$ cat src/rtl/if_stage_pkg.sv
// Shared definitions for the instruction-fetch stage: defaults, FSM encoding
// and small PC arithmetic helpers.
package if_stage_pkg;

    localparam logic [31:0] DEFAULT_RESET_PC = 32'h0000_3000;
    localparam logic [31:0] DEFAULT_NOP_INST = 32'h0000_0000;

    // Fetch controller states.
    //   IF_IDLE  : one quiet cycle after reset before the first request
    //   IF_FETCH : request outstanding at pc
    //   IF_HOLD  : response captured in the skid register while ID is stalled
    //   IF_DROP  : redirected while a request was in flight; wait out the stale response
    typedef enum logic [1:0] {
        IF_IDLE  = 2'd0,
        IF_FETCH = 2'd1,
        IF_HOLD  = 2'd2,
        IF_DROP  = 2'd3
    } if_state_t;

    // Word addresses only: the two low bits are always zero.
    function automatic logic [31:0] word_align(input logic [31:0] addr);
        return addr & 32'hFFFF_FFFC;
    endfunction

    // Sequential next PC, wraps modulo 2^32.
    function automatic logic [31:0] pc_plus4(input logic [31:0] pc);
        return pc + 32'd4;
    endfunction

endpackage

$ cat src/rtl/if_stage_ifid.sv
// IF/ID pipeline register. Clear inserts a bubble (NOP, valid=0) and keeps
// the link value; clear wins over the write enable.
module ifid_reg
    import if_stage_pkg::*;
#(
    parameter logic [31:0] NOP_INST = DEFAULT_NOP_INST
) (
    input  logic        clk,
    input  logic        rst_n,
    input  logic        we,
    input  logic        clear,
    input  logic [31:0] d_inst,
    input  logic [31:0] d_pc4,
    output logic [31:0] inst,
    output logic [31:0] pc4,
    output logic        valid
);

    // Register update: reset, then bubble, then load.
    always_ff @(posedge clk or negedge rst_n) begin
        if (!rst_n) begin
            inst  <= NOP_INST;
            pc4   <= 32'd0;
            valid <= 1'b0;
        end else if (clear) begin
            inst  <= NOP_INST;
            valid <= 1'b0;
        end else if (we) begin
            inst  <= d_inst;
            pc4   <= d_pc4;
            valid <= 1'b1;
        end
    end

endmodule

$ cat src/rtl/if_stage.sv
// Instruction-fetch stage: owns the PC, runs the req/ready instruction-memory
// handshake and feeds the IF/ID register.
//
// Handshake: imem_req/imem_addr are asserted by this stage and held constant
// until the cycle in which imem_ready=1; the word on imem_rdata is taken in
// that same cycle. imem_ready with imem_req=0 is ignored. A request is never
// withdrawn once raised, so a redirect during a wait drains through IF_DROP.
module if_stage
    import if_stage_pkg::*;
#(
    parameter logic [31:0] RESET_PC = DEFAULT_RESET_PC,
    parameter logic [31:0] NOP_INST = DEFAULT_NOP_INST
) (
    input  logic        clk,
    input  logic        rst_n,
    input  logic        PC_Write,
    input  logic        IFID_Write,
    input  logic        IFID_Clear,
    input  logic        PC_Br,
    input  logic [31:0] br_target,
    output logic        imem_req,
    output logic [31:0] imem_addr,
    input  logic        imem_ready,
    input  logic [31:0] imem_rdata,
    output logic [31:0] ifid_inst,
    output logic [31:0] ifid_pc4,
    output logic        ifid_valid,
    output if_state_t   fsm_state
);

    if_state_t   state, state_n;
    logic [31:0] pc, pc_n;
    logic [31:0] skid, skid_n;
    logic [31:0] drop_addr, drop_addr_n;
    logic        stall;
    logic        load;
    logic        bubble;
    logic [31:0] load_inst;
    logic        ifid_clear;

    assign stall     = !PC_Write || !IFID_Write;
    assign fsm_state = state;

    // State, PC, skid and stale-address registers.
    always_ff @(posedge clk or negedge rst_n) begin
        if (!rst_n) begin
            state     <= IF_IDLE;
            pc        <= word_align(RESET_PC);
            skid      <= NOP_INST;
            drop_addr <= 32'd0;
        end else begin
            state     <= state_n;
            pc        <= pc_n;
            skid      <= skid_n;
            drop_addr <= drop_addr_n;
        end
    end

    // Next-state, PC update, memory request and IF/ID control.
    always_comb begin
        state_n     = state;
        pc_n        = pc;
        skid_n      = skid;
        drop_addr_n = drop_addr;
        load        = 1'b0;
        bubble      = 1'b0;
        load_inst   = skid;
        imem_req    = 1'b0;
        imem_addr   = pc;

        case (state)
            IF_IDLE: begin
                state_n = IF_FETCH;
                if (PC_Br) begin
                    pc_n = word_align(br_target);
                end
            end

            IF_FETCH: begin
                imem_req = 1'b1;
                if (PC_Br) begin
                    pc_n = word_align(br_target);
                    if (!imem_ready) begin
                        // Request still in flight: remember its address and drain it.
                        drop_addr_n = pc;
                        state_n     = IF_DROP;
                    end
                end else if (imem_ready) begin
                    if (!stall) begin
                        load      = 1'b1;
                        load_inst = imem_rdata;
                        pc_n      = pc_plus4(pc);
                    end else begin
                        // ID cannot accept: park the word and stop requesting.
                        skid_n  = imem_rdata;
                        state_n = IF_HOLD;
                    end
                end else begin
                    bubble = IFID_Write;
                end
            end

            IF_HOLD: begin
                if (PC_Br) begin
                    pc_n    = word_align(br_target);
                    state_n = IF_FETCH;
                end else if (!stall) begin
                    load      = 1'b1;
                    load_inst = skid;
                    pc_n      = pc_plus4(pc);
                    state_n   = IF_FETCH;
                end
            end

            IF_DROP: begin
                imem_req  = 1'b1;
                imem_addr = drop_addr;
                bubble    = IFID_Write;
                if (PC_Br) begin
                    pc_n = word_align(br_target);
                end
                if (imem_ready) begin
                    state_n = IF_FETCH;
                end
            end

            default: begin
                state_n = IF_IDLE;
            end
        endcase
    end

    // A redirect always squashes whatever IF/ID would have captured this edge.
    assign ifid_clear = IFID_Clear || PC_Br || bubble;

    ifid_reg #(
        .NOP_INST (NOP_INST)
    ) u_ifid (
        .clk    (clk),
        .rst_n  (rst_n),
        .we     (load),
        .clear  (ifid_clear),
        .d_inst (load_inst),
        .d_pc4  (pc_plus4(pc)),
        .inst   (ifid_inst),
        .pc4    (ifid_pc4),
        .valid  (ifid_valid)
    );

endmodule

$ cat config.mk
export PLATFORM = sky130hd
export DESIGN_NAME = if_stage
export DESIGN_NICKNAME = d
export VERILOG_FILES = /design/src/rtl/if_stage_pkg.sv /design/src/rtl/if_stage_ifid.sv /design/src/rtl/if_stage.sv
export SDC_FILE = /design/constraint.sdc
export NUM_CORES = 1
export LEC_CHECK = 0
export BUFFER_PORTS_ARGS = -buffer_cell sky130_fd_sc_hd__buf_2
export CAP_MARGIN = 5
export CORE_ASPECT_RATIO = 0.75
export CORE_MARGIN = 2
export CORE_UTILIZATION = 40
export DETAILED_ROUTE_END_ITERATION = 16
export PLACE_DENSITY = 0.66
export SYNTH_ARGS = -nofsm -noshare
export SYNTH_HDL_FRONTEND = slang
export SYNTH_HIERARCHICAL = 1
export SYNTH_SLANG_ARGS = --single-unit
$ cat constraint.sdc
create_clock -name clk -period 4.1 [get_ports clk]
set_input_delay 0.615 -clock clk [delete_from_list [all_inputs] [get_ports clk]]
set_output_delay 0.615 -clock clk [all_outputs]
set_load 0.02 [all_outputs]
# Word-level counts from Yosys, hierarchy flattened
# Index checks and enable logic that the tools add are counted.
[classes]
mul = 0
n_bitwise = 3
eq_ne = 9
n_div = 0
n_mux = 32
magnitude_cmp = 0
shifts = 0
add_sub_neg = 1
n_reduce_logical = 14
[ops]
columns = ["cell", "n"]
rows = [
  ["$mux 32", 12],
  ["$pmux 32 s3", 1],
  ["$add 32x3->32 const B", 1],
  ["$mux 2", 7],
  ["$ne 3x3->1 const B", 4],
  ["$mux 1", 9],
  ["$pmux 2 s4", 1],
  ["$reduce_and 5->1", 1],
  ["$eq 2x2->1 const B", 2],
  ["$pmux 1 s2", 2],
  ["$reduce_and 2->1", 2],
  ["$reduce_and 4->1", 1],
  ["$reduce_or 2->1", 2],
  ["$logic_or 1x1->1", 3],
  ["$not 1->1", 3],
  ["$reduce_and 3->1", 1],
  ["$eq 2x1->1 const B", 1],
  ["$logic_not 1->1", 2],
  ["$logic_not 2->1", 1],
  ["$ne 2x1->1 const B", 1],
  ["$ne 2x2->1 const B", 1],
  ["$reduce_bool 2->1", 1],
]
[word_totals]
ramBits = 0
out_inout_bits = 100
rom_bits = 0
reg_bits = 163
memories = 0
latch_bits = 0
word_cells = 66

# Depth between registers and ports, before layout
# Gate-level depths: netlist of the first run.
[depth]
ltp_word = 8
mapped_depth = 10
mapped_depth_nobuf = 7

# By module
# The synthesis of the first run kept the hierarchy.
[modules_own_cells]
columns = ["mod", "instances", "cells_per_inst", "area_per_inst_um2"]
rows = [
  ["if_stage", 1, 514, 5539.1],
  ["ifid_reg", 1, 176, 2648.8],
]

# Worst setup path before layout of the first run
# No wires, ideal clock.
[synth_path]
path_type = "register -> register"
from = "register state[0] (netlist: fsm_state[0])"
to = "register pc[21]"
synth_period_minus_slack_ps = 2447
n_path_buf = 2
setup_time_ps = 125
t_arrival_ps = 2322
required_time_ps = 3975
slack_ps = 1653
stages_incl_launch_ff = 9
cell_sequence = "dfrtp_1 -> inv_1 -> ha_1 -> clkbuf_2 -> or3_1 -> clkbuf_1 -> or4_4 -> xnor2_1 -> mux2_2"
[synth_between]
elab_chain_cells = 4
[synth_lines]
columns = ["element", "line", "source"]
rows = [
  ["start, declared", "if_stage.sv:31", "if_state_t state, state_n;"],
  ["start signal, assigned", "if_stage.sv:52", "state <= state_n;"],
  ["$eq 2x2->1 or $logic_not 2->1 (tied branches)", "if_stage.sv:71", "case (state)"],
  ["$reduce_or 2->1 (no line)", "n/a", ""],
  ["$ne 2x1->1 (no line)", "n/a", ""],
  ["$reduce_and 2->1 (no line)", "n/a", ""],
  ["end signal, assigned", "if_stage.sv:48", "pc <= word_align(RESET_PC);"],
  ["end signal, assigned", "if_stage.sv:53", "pc <= pc_n;"],
  ["end, declared", "if_stage.sv:32", "logic [31:0] pc, pc_n;"],
]
# Several ways; a longest one is shown, not always the timed one.
# A chain may end at the register's enable or synchronous reset.

# Final worst setup path of the first run
# Same ends and word-level chain as after synthesis.

==> results of run 1 <==
==> through the flow <==
stage	hold slack, ns	area, sq um	worst slack, ns
finish	0.270	9800	1.43
global route	0.338	9800	1.36
CTS	0.312	9790	1.43
detailed placement	0.470	9160	1.31
global placement	0.463	9160	1.36
floorplan	0.319	8200	1.65
==> how the worst min path moves through the flow <==
stage	slack (ns)	from	endpoint	depth (start not counted)
after floorplan	0.32	rst_n	drop_addr[10]$_DFFE_PN0P_	0
after global placement	0.46	drop_addr[26]$_DFFE_PN0P_	drop_addr[26]$_DFFE_PN0P_	2
after detailed placement	0.47	drop_addr[9]$_DFFE_PN0P_	drop_addr[9]$_DFFE_PN0P_	2
after CTS	0.31	rst_n	drop_addr[12]$_DFFE_PN0P_	1
after global routing	0.34	rst_n	drop_addr[12]$_DFFE_PN0P_	1
final	0.27	rst_n	drop_addr[12]$_DFFE_PN0P_	1
==> power by group through the flow <==
stage	Clock, mW	Combinational (mW)	Sequential, mW
3_3_place_gp	0	2.02	2.32
4_1_cts	1.75	2.06	2.32
5_1_grt	1.82	2.21	2.38
3_5_place_dp	0	2.05	2.34
2_1_floorplan	0	1.38	2.39
6_report	1.71	2.03	2.32
==> per-layer routing <==
metal	global-route usage (%)	vias to the layer above	routed length (um)
met4	7.34	0	345
met1	28.3	2856	9900
met2	27.5	141	8470
met3	4.97	20	1170
met5	0	-	0
li1	-	2695	-
==> sequential cells by signal, summed over array words and instances (netlist names) <==
name	flops
u_ifid/valid	1
pc	30
u_ifid/inst	32
u_ifid/pc4	32
skid	32
fsm_state	2
drop_addr	30
==> placed cells by master, fill, tap and decap left out, types with 6 or more instances in the layout <==
cell type,n
sky130_fd_sc_hd__buf_2,165
sky130_fd_sc_hd__dfrtp_1,157
sky130_fd_sc_hd__mux2_2,119
sky130_fd_sc_hd__nand2_1,54
sky130_fd_sc_hd__nor2_1,51
sky130_fd_sc_hd__mux2i_1,35
sky130_fd_sc_hd__o21ai_0,34
sky130_fd_sc_hd__xnor2_1,30
sky130_fd_sc_hd__mux2_4,30
sky130_fd_sc_hd__xor2_1,20
sky130_fd_sc_hd__clkbuf_16,17
sky130_fd_sc_hd__buf_4,14
sky130_fd_sc_hd__nand3_1,13
sky130_fd_sc_hd__nand4_1,10
sky130_fd_sc_hd__nor3_1,10
sky130_fd_sc_hd__inv_1,6
sky130_fd_sc_hd__nor4_1,6
==> cells by family (layout without fill, tap and decap cells) <==
family / Yosys count / in the layout / share of synthesized area, %
XOR/XNOR: 50 / 50 / 5.35
other: 1 / 8 / 0.0458
AO/OA/AOI/OAI: 50 / 50 / 3.48
adder cells (fa/ha/maj): 4 / 4 / 0.611
AND/OR/NAND/NOR: 181 / 181 / 11.4
multiplexers: 184 / 184 / 26.1
buffers and inverters: 61 / 219 / 4.29
flip-flops: 159 / 159 / 48.6
==> critical path, delay by kind of cell (launching register included) <==
kind	cells	cell delay, ns
AND/OR/NAND/NOR	2	1.22
adder cells (fa/ha/maj)	1	0.44
flip-flops	1	0.41
multiplexers	1	0.26
XOR/XNOR	1	0.13
buffers and inverters	1	0.11
==> final cells by class <==
| type | count | area (sq um) | share of cell area (%) |
|---|---|---|---|
| diodes | 4 | 10.0 | 0.102 |
| clock buffers | 20 | 447 | 4.56 |
| clock inverters | 12 | 183 | 1.86 |
| inverters | 7 | 26.3 | 0.268 |
| multi-input cells | 473 | 3890 | 39.7 |
| flip-flops and latches | 159 | 3980 | 40.6 |
| well taps | 258 | 323 | 3.29 |
| repair buffers | 180 | 942 | 9.61 |
==> results.txt, run 1 <==
The clock net sink count came out at 159. By startpoint and endpoint, the worst setup path is classified as reg2reg. The combinational power share is 33.5%. The static leakage came out at 4.45 nW. The transition at the pin with the smallest max-transition slack came out at 1.04 ns.

Compared with the post-synthesis result, the final layout area differs by 19.7%. From bottom edge to top edge, the die measures 128 um. The insertion delay to the later sink of the worst-skew pair came out at 0.43 ns. The final hold violation count came to 0. The final cycle utilization of the critical path came out at 65.1%. The arrival time at the worst endpoint came out at ~3.0 ns. The worst register-to-register path ends at pc[21]$_DFFE_PN0P_.

The initial antenna violation count came out at 4. The aggregate negative setup slack is 0 ns. The setup clock skew after layout is 0.0171 ns. The cell at the root of the clock tree is sky130_fd_sc_hd__clkbuf_16. The I/O pin count is 171. CTS built an H-tree with a depth of 4. The detailed router finished its first iteration with around 320 violations. The first detailed-routing pass ran for 4 iterations.

By area the synthesized netlist is led by sky130_fd_sc_hd__dfrtp_1, sky130_fd_sc_hd__mux2_2, sky130_fd_sc_hd__mux2_4. The count of mapped cells out of synthesis is 690. After synthesis, the most frequently instantiated cells are sky130_fd_sc_hd__dfrtp_1, sky130_fd_sc_hd__mux2_2, sky130_fd_sc_hd__nand2_1.

The final core utilization came out at 48.6%. The number of flops mapped to enable cells by yosys came out at 0. The routability-driven placement congestion ratio is ~0.75. The overall global routing resource usage came out at 19.3%. The async set-reset flop share out of synthesis came out at between 90% and 100%. The die is 169 um wide.

The number of buffers inserted to repair setup after CTS came out at 0. For the worst setup path, the data required time is 4.41 ns. STA classifies the critical path endpoint as a flop. The combined area of all synthesized cells came out at 8190 sq um.

The first global-routing pass estimated 32.3 mm of wire. Total power for the finished layout comes to 6.05 mW. Cell internal power was estimated by the tool at 4.06 mW. The number of DRC violations after detailed routing came out at 0.

Setup repair after global routing left no endpoint under its margin. The most critical setup path has its startpoint at fsm_state[0]$_DFFE_PN0P_. The slowest stage of the critical path is the sky130_fd_sc_hd__or3_1 cell. The shortest clock period the worst path allows after layout is about 2.7 ns.

The worst register-to-register path begins at fsm_state[0]$_DFFE_PN0P_. The switching power as a share of total power is 32.9%. The clock buffer count from CTS is 17.

The synthesized netlist contains 56 unique library cells. The wire length per cell after detailed routing is 17.9 um. For this run, the leading register cell type out of synthesis is sky130_fd_sc_hd__dfrtp_1. The mean cell area of the mapped netlist is 11.9 sq um. The most common cell in the synthesized netlist is sky130_fd_sc_hd__dfrtp_1. The detailed router placed roughly 5.7k vias in this run. Along the worst path, the maximum fanout reaches 15. The post-CTS resize count is 0.

The worst pin sits at a relative slew slack of 30.4%. The wire length after detailed routing is 19.9 mm. For this run the aggregate overflow at the end of global routing stands at 0. The maximum number of pins on one net before global-route repair came out at 96.

After clock tree synthesis, the flow added hold-fix buffers numbering 0. The flop-to-flop setup slack came out at 1.43 ns. The layout cell share with drive strength beyond 1 came out at between 40 and 50%. In this run, flip-flops and latches consume roughly two fifths of the power. The TritonCTS clock tree is built.

The core box area is approximately 20000 sq um. The routed via count divided by cell count came out at 5.13. Summed over its instances, the top area cell type makes up 48.0% of the synthesized netlist area. The final net count came out at between 900 and 1k. The synthesized design spends more area on one cell type than any other, namely sky130_fd_sc_hd__dfrtp_1. The critical path's largest stage delay came out at 0.70 ns. The critical path capture point is pc[21]$_DFFE_PN0P_.

The floorplan die area is 21600 sq um. The count of warnings emitted by yosys is 6. The clock power share came out at 28.2%. The critical path goes through inv_1 > ha_1 > or3_1 > or4_4 > xnor2_1 > mux2_2. The floorplan has 45 rows. The worst vdd rail ir drop is 0.299 mV.

Counting along the longest clock path gives a buffer depth of 2. The half-perimeter wire length after detailed placement is 13.6 mm. The count of nets left with antenna violations once routing finished came out at 0.

STA classifies the critical path startpoint as a flop. The via count of the first global-routing pass came out at 5817. The clock-pin slew reported for the worst setup and hold paths after clock tree synthesis came out at approximately 0.070 ns. The net switching component of the power came out at 1.99 mW. The sequential share of the synthesized area came out at 48.6%. The starting utilization of the core area came out at 40.6%.

The maximum clock rate came out at 375 MHz. The worst reg2reg path depth came out at 6. The power density over cell area came out at 617 nW/um^2. The max-slew violation total from the final report came out at 0. The final setup violation count came out at 0. The run finished with clean final reports.

The worst min-delay path class is in2async. The count of port buffers added during placement is 166. The number of instances in the placed design is 1077. The tool flagged a number of max-cap violations equal to 0. The number of inserted filler cells in the final layout came out at roughly 1.8k. In this run, synthesis produced a sequential element count of 159. The count of non-filler cells in the finished layout came out at 1113.
Note: power is estimated with default switching activity, not from simulation.
==> run 2: changes to the inputs <==
- clock period: 4.1 -> 2.5 ns (I/O delays scaled with it)
==> run 2 against run 1 <==
Net effect: sequential share of layout area down 0.75 points; die area stayed put; count of clock-buffer cells in the layout shrank 3; final area rose by 1.9%; setup slack got worse by 1.3 ns; sequential power is 63% higher; flip-flop and latch count unchanged; via count grew 1.2%; largest power group unchanged; highest routed layer unchanged.
==> results.txt, run 2 (synthesis gave the netlist of run 1 again) <==
The required time at the worst-slack endpoint came out at 2.12 ns (was 4.41 ns). The final setup violation count is 0 (unchanged). The sequential standard cell area is 3980 sq um (unchanged). The remaining antenna violation count after routing was 0 (unchanged). Leading registers by flop count: skid (32), u_ifid/inst (32), u_ifid/pc4 (32) (unchanged). The relative slew slack came out at 62.6% (was 30.4%). The number of DRC violations after detailed routing came out at 0 (unchanged). The final hold violation count came to 0 (unchanged). The wire length per cell after detailed routing is 17.9 um (about the same). Commonest cells after routing, fill and taps aside: sky130_fd_sc_hd__buf_2, sky130_fd_sc_hd__dfrtp_1, sky130_fd_sc_hd__mux2_2, sky130_fd_sc_hd__nand2_1, sky130_fd_sc_hd__nor2_1 (unchanged).

Run status: finished, final reports clean (unchanged). The maximum buffer depth of the clock tree is 2 (unchanged). The aggregate negative setup slack came out at 0 ns (unchanged). The number of inserted filler cells in the final layout is 1828 (was 1834). The total congestion overflow after global routing came to 0 (unchanged). The most frequent standard cell in the layout excluding fill and tap cells is sky130_fd_sc_hd__buf_2 (unchanged). The total of max-cap violations is 0 (unchanged). The wire length of the first global-routing pass was 31.5 mm (was 32.3 mm). The static leakage was 4.55 nW (was 4.45 nW). The number of cell rows is 45 (unchanged). The setup clock skew after layout is 0.0110 ns (was 0.0171 ns). Unrepaired setup endpoints after global routing: no (unchanged). The arrival time at the worst endpoint is 1.95 ns (was 2.98 ns). The wire length after detailed routing is 20.1 mm (was 19.9 mm). The count of port buffers added during placement is 166 (unchanged). The maximum number of pins on one net before global-route repair came to 57 (was 96). The H-tree level count came out at 4 (unchanged). The I/O pin count is 171 (unchanged). The final total power is 9.99 mW (was 6.05 mW). The via count of the routed design came out at 5781 (was 5712).

The floorplan die area came out at 21600 sq um (unchanged). The starting utilization of the core area is 40.6% (unchanged). The chip height is 128 um (unchanged). The highest fanout seen on the critical path is 26 (was 15). The worst min-delay path class is in2reg (was in2async). The layout cell share with drive strength beyond 1 is 45.8% (was 44.8%). The TritonCTS clock tree is built (unchanged). The critical path class is reg2out (was reg2reg). The overall global routing resource usage is 19.1% (was 19.3%). The clock net sink count came out at 159 (unchanged). The insertion delay to the later sink of the worst-skew pair came out at 0.43 ns (about the same). The via count of the first global-routing pass is 5694 (was 5817).

The area used by multi-input combinational logic came to 3890 sq um (unchanged). The clock buffer count from CTS came to 17 (unchanged). The maximum clock rate came out at about 430 MHz. The final net count was 928 (was 913). The half-perimeter wire length after detailed placement is 13.9 mm (was 13.6 mm). The synthesis-to-layout area growth came out at 21.9% (was 19.7%). The DRC marker count from the first detailed-route iteration came out at 275 (was 323).

The transition at the pin with the smallest max-transition slack is 0.556 ns (was 1.04 ns). The first-pass iteration count of the detailed router came to 4 (unchanged). The routed via count divided by cell count came out at 5.13 (about the same). The x dimension of the die came to 169 um (unchanged).

The cell at the root of the clock tree was sky130_fd_sc_hd__clkbuf_16 (unchanged). The category of the worst setup path capture point is an output port (was flop). Subtracting the final worst setup slack from the clock period gives 2.33 ns.

The worst vdd rail ir drop is 0.491 mV (was 0.299 mV). The type of element launching the critical path is a flop (unchanged). The initial antenna violation count came to 2 (was 4). The clock-pin slew reported for the worst setup and hold paths after clock tree synthesis came to 0.07 ns (about the same). The routability-driven placement congestion ratio is 0.802 (was 0.753).

The max-slew violation total from the final report is 0 (unchanged). The number of buffers inserted to repair setup after CTS is 0 (unchanged). The power density over cell area is 1000 nW/um^2 (was 617 nW/um^2). The final cycle utilization of the critical path is 93.2%. The core box area is 20200 sq um (unchanged).
## run 2: cell count changes in the layout (fill, tap and decap cells not counted), moves of 2 or more
cell	delta
sky130_fd_sc_hd__inv_8	+3
sky130_fd_sc_hd__buf_12	+6
sky130_fd_sc_hd__inv_6	+3
sky130_fd_sc_hd__diode_2	-2
sky130_fd_sc_hd__clkbuf_1	-2
sky130_fd_sc_hd__buf_4	+7
## run 2: report_power, final
part / internal [mW] / total [mW] / switching [mW] / leakage, nW
Clock: 1.61 / 2.79 / 1.17 / 0.301
Sequential: 3.33 / 3.77 / 0.439 / 2.02
Combinational: 1.69 / 3.43 / 1.75 / 2.22
Total: 6.63 / 9.99 / 3.36 / 4.55
## run 2: area by class of cell
| type | count | share of cell area (%) |
|---|---|---|
| sequential | 159 | 39.9 |
| multi-input combinational | 473 | 38.9 |
| timing repair buffer | 195 | 11.4 |
| clock buffer | 17 | 4.26 |
| tap | 258 | 3.23 |
| clock inverter | 15 | 2.01 |
| inverter | 7 | 0.263 |
| antenna | 2 | 0.0501 |
## run 2: through the flow
step                      setup slack (ns)  utilization [%]  area, sq um  std cells  hold WS (ns)
after global routing                0.0599             49.5         9980       1126         0.149
final                                0.171             49.5         9980       1126         0.155
after global placement               0.297             46.3         9340       1091         0.397
after floorplan                     0.0528                -         8200        693        0.0794
after CTS                           0.0894             49.5         9980       1124         0.136
after detailed placement             0.245             46.3         9340       1091         0.392
## run 2: path summary, 6_finish.rpt
path	start	end	slack (ns)	depth (start not counted)
setup / recovery	fsm_state[1]$_DFFE_PN0P_	imem_addr[19]	0.17	4
hold / removal	br_target[2]	pc[2]$_DFFE_PN0P_	0.15	3
setup reg to reg	fsm_state[1]$_DFFE_PN0P_	pc[21]$_DFFE_PN0P_	0.25	7
hold reg to reg	drop_addr[9]$_DFFE_PN0P_	drop_addr[9]$_DFFE_PN0P_	0.49	2
max in group asynchronous	rst_n	u_ifid/pc4[30]$_DFFE_PN0P_	1.25	3
min in group asynchronous	rst_n	u_ifid/pc4[13]$_DFFE_PN0P_	0.49	2
## run 2: per-layer routing
metal,part of all wire (%),track usage (%),vias to the layer above
met3,7.6,4.82,14
met1,49,29.0,2859
li1,-,-,2744
met2,42,26.8,164
met4,1.4,5.53,0
met5,0,0,-
## run 2: critical path, cell delays in order (launching register included)
cell                      delay [ns]
sky130_fd_sc_hd__dfrtp_1        0.42
sky130_fd_sc_hd__ha_1           0.25
sky130_fd_sc_hd__buf_6          0.29
sky130_fd_sc_hd__mux2_2         0.40
sky130_fd_sc_hd__buf_2          0.16
## run 2: timing repair
item,in CTS,in global routing
hold endpoints to repair,51,0
setup endpoints to repair,0,8
hold buffers,1,0
resized for setup,0,1
==> run 3: changes to the inputs <==
- ABC_AREA: default -> 1
- CORE_MARGIN: 2 -> 4
- PLACE_DENSITY: 0.66 -> 0.67
==> run 3 against run 2 <==
Net effect: combinational power up 30%; maximum frequency rose by 3.6%; via count increased by 30%; largest cell class unchanged; highest routed layer unchanged.
==> results.txt, run 3 <==
Run status: finished, final reports clean (unchanged). The final core utilization came to 49.7% (was 49.5%). The startpoint of the tightest hold check path was imem_rdata[16] (was br_target[2]). The number of flops mapped to enable cells by yosys came out at 0 (unchanged). The number of distinct library cell variants in the gate-level netlist after synthesis is 29 (was 56). The required time at the worst-slack endpoint was 2.12 ns (about the same). The total congestion overflow after global routing came out at 0 (unchanged). The flop-to-flop setup slack was 0.26 ns (was 0.25 ns). The post-synthesis cell type with the largest combined area is sky130_fd_sc_hd__dfrtp_1 (unchanged). The first-pass iteration count of the detailed router came out at 6 (was 4).

The number of DRC violations after detailed routing is 0 (unchanged). The I/O pin count came to 171 (unchanged). The count of buffering cells on the critical path with inverters included was 2 (unchanged). The cell at the root of the clock tree was sky130_fd_sc_hd__clkbuf_16 (unchanged). The setup clock skew after layout was 0.0123 ns (was 0.0110 ns).

The via count of the first global-routing pass is 7032 (was 5694). The transition at the pin with the smallest max-transition slack came out at 0.560 ns (was 0.556 ns). The relative slew slack came to 62.7% (was 62.6%). The routed via count divided by cell count came out at 5.03 (was 5.13). The floorplan die area is 22400 sq um (was 21600 sq um). The arrival time at the worst endpoint is 1.87 ns (was 1.95 ns). The async set-reset flop share out of synthesis is 100% (unchanged).

The worst-case setup margin in the final layout came out at 0.252 ns (was 0.171 ns). The aggregate negative setup slack is 0 ns (unchanged). The clock power share was 23.7% (was 27.9%). The top cell type's share of synthesized area came out at 49.0% (was 48.0%).

The core box area is 19500 sq um (was 20200 sq um). The static leakage is 5.31 nW (was 4.55 nW). The combinational power share is 40.0% (was 34.4%). Leading registers by flop count: skid (32), u_ifid/inst (32), u_ifid/pc4 (32) (unchanged). The initial antenna violation count came out at 0 (was 2). The final net count came out at 1309 (was 928).

Unrepaired setup endpoints after global routing: no (unchanged). The number of instances in the placed design is 1466 (was 1091). The highest fanout seen on the critical path was 19 (was 26). The net switching component of the power came to 4.71 mW (was 3.36 mW). The slowest cell on the critical path is sky130_fd_sc_hd__dfrtp_1 (unchanged). The critical path class is reg2out (unchanged). The max-slew violation total from the final report is 0 (unchanged). The final hold violation count is 0 (unchanged).

Most area-consuming cells after synthesis: sky130_fd_sc_hd__dfrtp_1, sky130_fd_sc_hd__nand2_1, sky130_fd_sc_hd__o21ai_0 (was sky130_fd_sc_hd__dfrtp_1, sky130_fd_sc_hd__mux2_2, sky130_fd_sc_hd__mux2_4). The final cycle utilization of the critical path is 89.9% (was 93.2%). The count of non-filler cells in the finished layout is 1499 (was 1126). The instance count on the critical path is 4 (unchanged). The clock buffer count from CTS is 17 (unchanged). The chip height came out at 131 um (was 128 um). The remaining antenna violation count after routing is 0 (unchanged). The count of mapped cells out of synthesis is 1087 (was 690).

The shortest clock period the worst path allows after layout was 2.25 ns (was 2.33 ns). The maximum buffer depth of the clock tree came out at 2 (unchanged). The x dimension of the die came out at 172 um (was 169 um).

The via count of the routed design came to 7544 (was 5781). The sequential share of the synthesized area is 49.6% (was 48.6%). The worst hold margin came out at 0.219 ns (was 0.155 ns).

The wire length per cell after detailed routing came out at 15.0 um (was 17.9 um). The critical path's largest stage delay is 0.44 ns (was 0.42 ns). The insertion delay to the later sink of the worst-skew pair came to 0.42 ns (was 0.43 ns).

The category of the worst setup path capture point is an output port (unchanged). The number of synthesized register bits came out at 159 (unchanged). The prevailing post-synth register cell is sky130_fd_sc_hd__dfrtp_1 (unchanged). The most frequent standard cell in the layout excluding fill and tap cells is sky130_fd_sc_hd__nand2_1 (was sky130_fd_sc_hd__buf_2). The final antenna diode count was 0 (was 2). The layout cell share with drive strength beyond 1 came to 19.1% (was 45.8%). The worst reg2reg path depth came out at 10 (was 7). The count of warnings emitted by yosys came out at 6 (unchanged). The worst vdd rail ir drop is 0.551 mV (was 0.491 mV).

The beginning of the worst register-to-register path was fsm_state[1]$_DFFE_PN0P_ (unchanged). Top post-synthesis cells by count: sky130_fd_sc_hd__nand2_1, sky130_fd_sc_hd__dfrtp_1, sky130_fd_sc_hd__o21ai_0 (was sky130_fd_sc_hd__dfrtp_1, sky130_fd_sc_hd__mux2_2, sky130_fd_sc_hd__nand2_1). The total of max-cap violations is 0 (unchanged). The clock net sink count came out at 159 (unchanged).

The TritonCTS clock tree is built (unchanged). The starting utilization of the core area is 41.0% (was 40.6%). The terminus of the critical flop-to-flop path is u_ifid/pc4[10]$_DFFE_PN0P_ (was pc[21]$_DFFE_PN0P_).

The combined area of all synthesized cells is 8020 sq um (was 8190 sq um). The gate family responsible for the most delay along the worst path is flip-flops (was buffers and inverters). The routability-driven placement congestion ratio came out at 0.907 (was 0.802). The count of port buffers added during placement is 166 (unchanged). Commonest cells after routing, fill and taps aside: sky130_fd_sc_hd__nand2_1, sky130_fd_sc_hd__buf_2, sky130_fd_sc_hd__dfrtp_1, sky130_fd_sc_hd__o21ai_0, sky130_fd_sc_hd__nand3_1 (was sky130_fd_sc_hd__buf_2, sky130_fd_sc_hd__dfrtp_1, sky130_fd_sc_hd__mux2_2, sky130_fd_sc_hd__nand2_1, sky130_fd_sc_hd__nor2_1). The clock-pin slew reported for the worst setup and hold paths after clock tree synthesis is 0.06 ns (was 0.07 ns).

The worst hold path stage count is 3 (unchanged). The half-perimeter wire length after detailed placement came out at 15.7 mm (was 13.9 mm). Critical-path cell list: ha_4 > buf_4 > o21ai_0 > buf_2 (was ha_1 > buf_6 > mux2_2 > buf_2).

The total internal power came to 6.46 mW (was 6.63 mW). The maximum clock rate came to 445 MHz (was 429 MHz). The DRC marker count from the first detailed-route iteration is 687 (was 275).

The wire length of the first global-routing pass came out at 36.6 mm (was 31.5 mm). The worst min-delay path class is in2reg (unchanged). The number of cell rows is 44 (was 45).

The placement-stage worst setup slack came out at 0.143 ns (was 0.245 ns). The end point of the worst hold path is skid[16]$_DFFE_PN0P_ (was pc[2]$_DFFE_PN0P_). The type of element launching the critical path is a flop (unchanged).

The share of total power in sequential cells came to 36.3% (was 37.7%). The synthesis-to-layout area growth came out at 21.1% (was 21.9%). The wire length after detailed routing came out at 22.5 mm (was 20.1 mm). The H-tree level count came out at 4 (unchanged). The power density over cell area came out at 1150 nW/um^2 (was 1000 nW/um^2).

The maximum number of pins on one net before global-route repair is 68 (was 57). The overall global routing resource usage came out at 20.5% (was 19.1%). The mean cell area of the mapped netlist is 7.38 sq um (was 11.9 sq um).

The final setup violation count came out at 0 (unchanged). The switching power as a share of total power came out at 42.2% (was 33.6%). The most frequent cell after synthesis is sky130_fd_sc_hd__nand2_1 (was sky130_fd_sc_hd__dfrtp_1).
run 3: cell families after synthesis:
logic type               share of synthesized area, %
AND/OR/NAND/NOR                                  30.9
AO/OA/AOI/OAI                                    10.6
flip-flops                                       49.6
buffers and inverters                            7.33
XOR/XNOR                                        0.874
adder cells (fa/ha/maj)                         0.624
other                                          0.0467
run 3: worst max path at each step:
stage | to | from
6_report | imem_addr[13] | fsm_state[0]$_DFFE_PN0P_
5_1_grt | u_ifid/pc4[23]$_DFFE_PN0P_ | fsm_state[1]$_DFFE_PN0P_
3_3_place_gp | u_ifid/pc4[8]$_DFFE_PN0P_ | fsm_state[1]$_DFFE_PN0P_
4_1_cts | imem_addr[23] | fsm_state[0]$_DFFE_PN0P_
2_1_floorplan | u_ifid/inst[21]$_DFFE_PN0P_ | fsm_state[0]$_DFFE_PN0P_
3_5_place_dp | u_ifid/pc4[1]$_DFFE_PN0P_ | fsm_state[1]$_DFFE_PN0P_
run 3: final cells by class:
class | count | area [sq um]
multi-input combinational | 793 | 3500
tap | 253 | 317
clock inverter | 11 | 141
sequential | 159 | 3980
fill | 1932 | 9830
clock buffer | 20 | 447
timing repair buffer | 183 | 1030
inverter | 80 | 300
run 3: timing repair:
item                                   in CTS  in global routing
setup endpoints to repair                   0                 50
buffers inserted                            0                  0
hold buffers                                1                  0
resized for setup                           0                  1
endpoints found under the hold margin      33                  0
run 3: power groups by stage:
stage / sequential [mW] / combinational [mW] / clock (mW)
4_1_cts: 4.03 / 4.47 / 2.70
3_5_place_dp: 4.07 / 4.45 / 0
2_1_floorplan: 4.09 / 2.98 / 0
3_3_place_gp: 4.04 / 4.38 / 0
5_1_grt: 4.17 / 5.08 / 2.80
6_report: 4.05 / 4.47 / 2.65
run 3: metal layers:
| layer | share of wire, % | track usage (%) |
|---|---|---|
| met5 | 0 | 0 |
| met4 | 1.2 | 4.98 |
| met3 | 7.8 | 4.96 |
| met2 | 43 | 29.9 |
| met1 | 48 | 30.9 |
run 3: stage by stage:
step                area (sq um)  power (mW)
global route                9720        12.1
floorplan                   8030        7.07
detailed placement          9100        8.51
global placement            9100        8.42
finish                      9720        11.2
CTS                         9700        11.2
run 3: worst register-to-register path: cells and delay by family (launching register included):
kind	cells	cell delay, ns
adders and majority gates	1	0.23
DFF	1	0.43
AOI/OAI and AO/OA	1	0.43
and+or+nand+nor	6	0.66
buffers and inverters	2	0.37
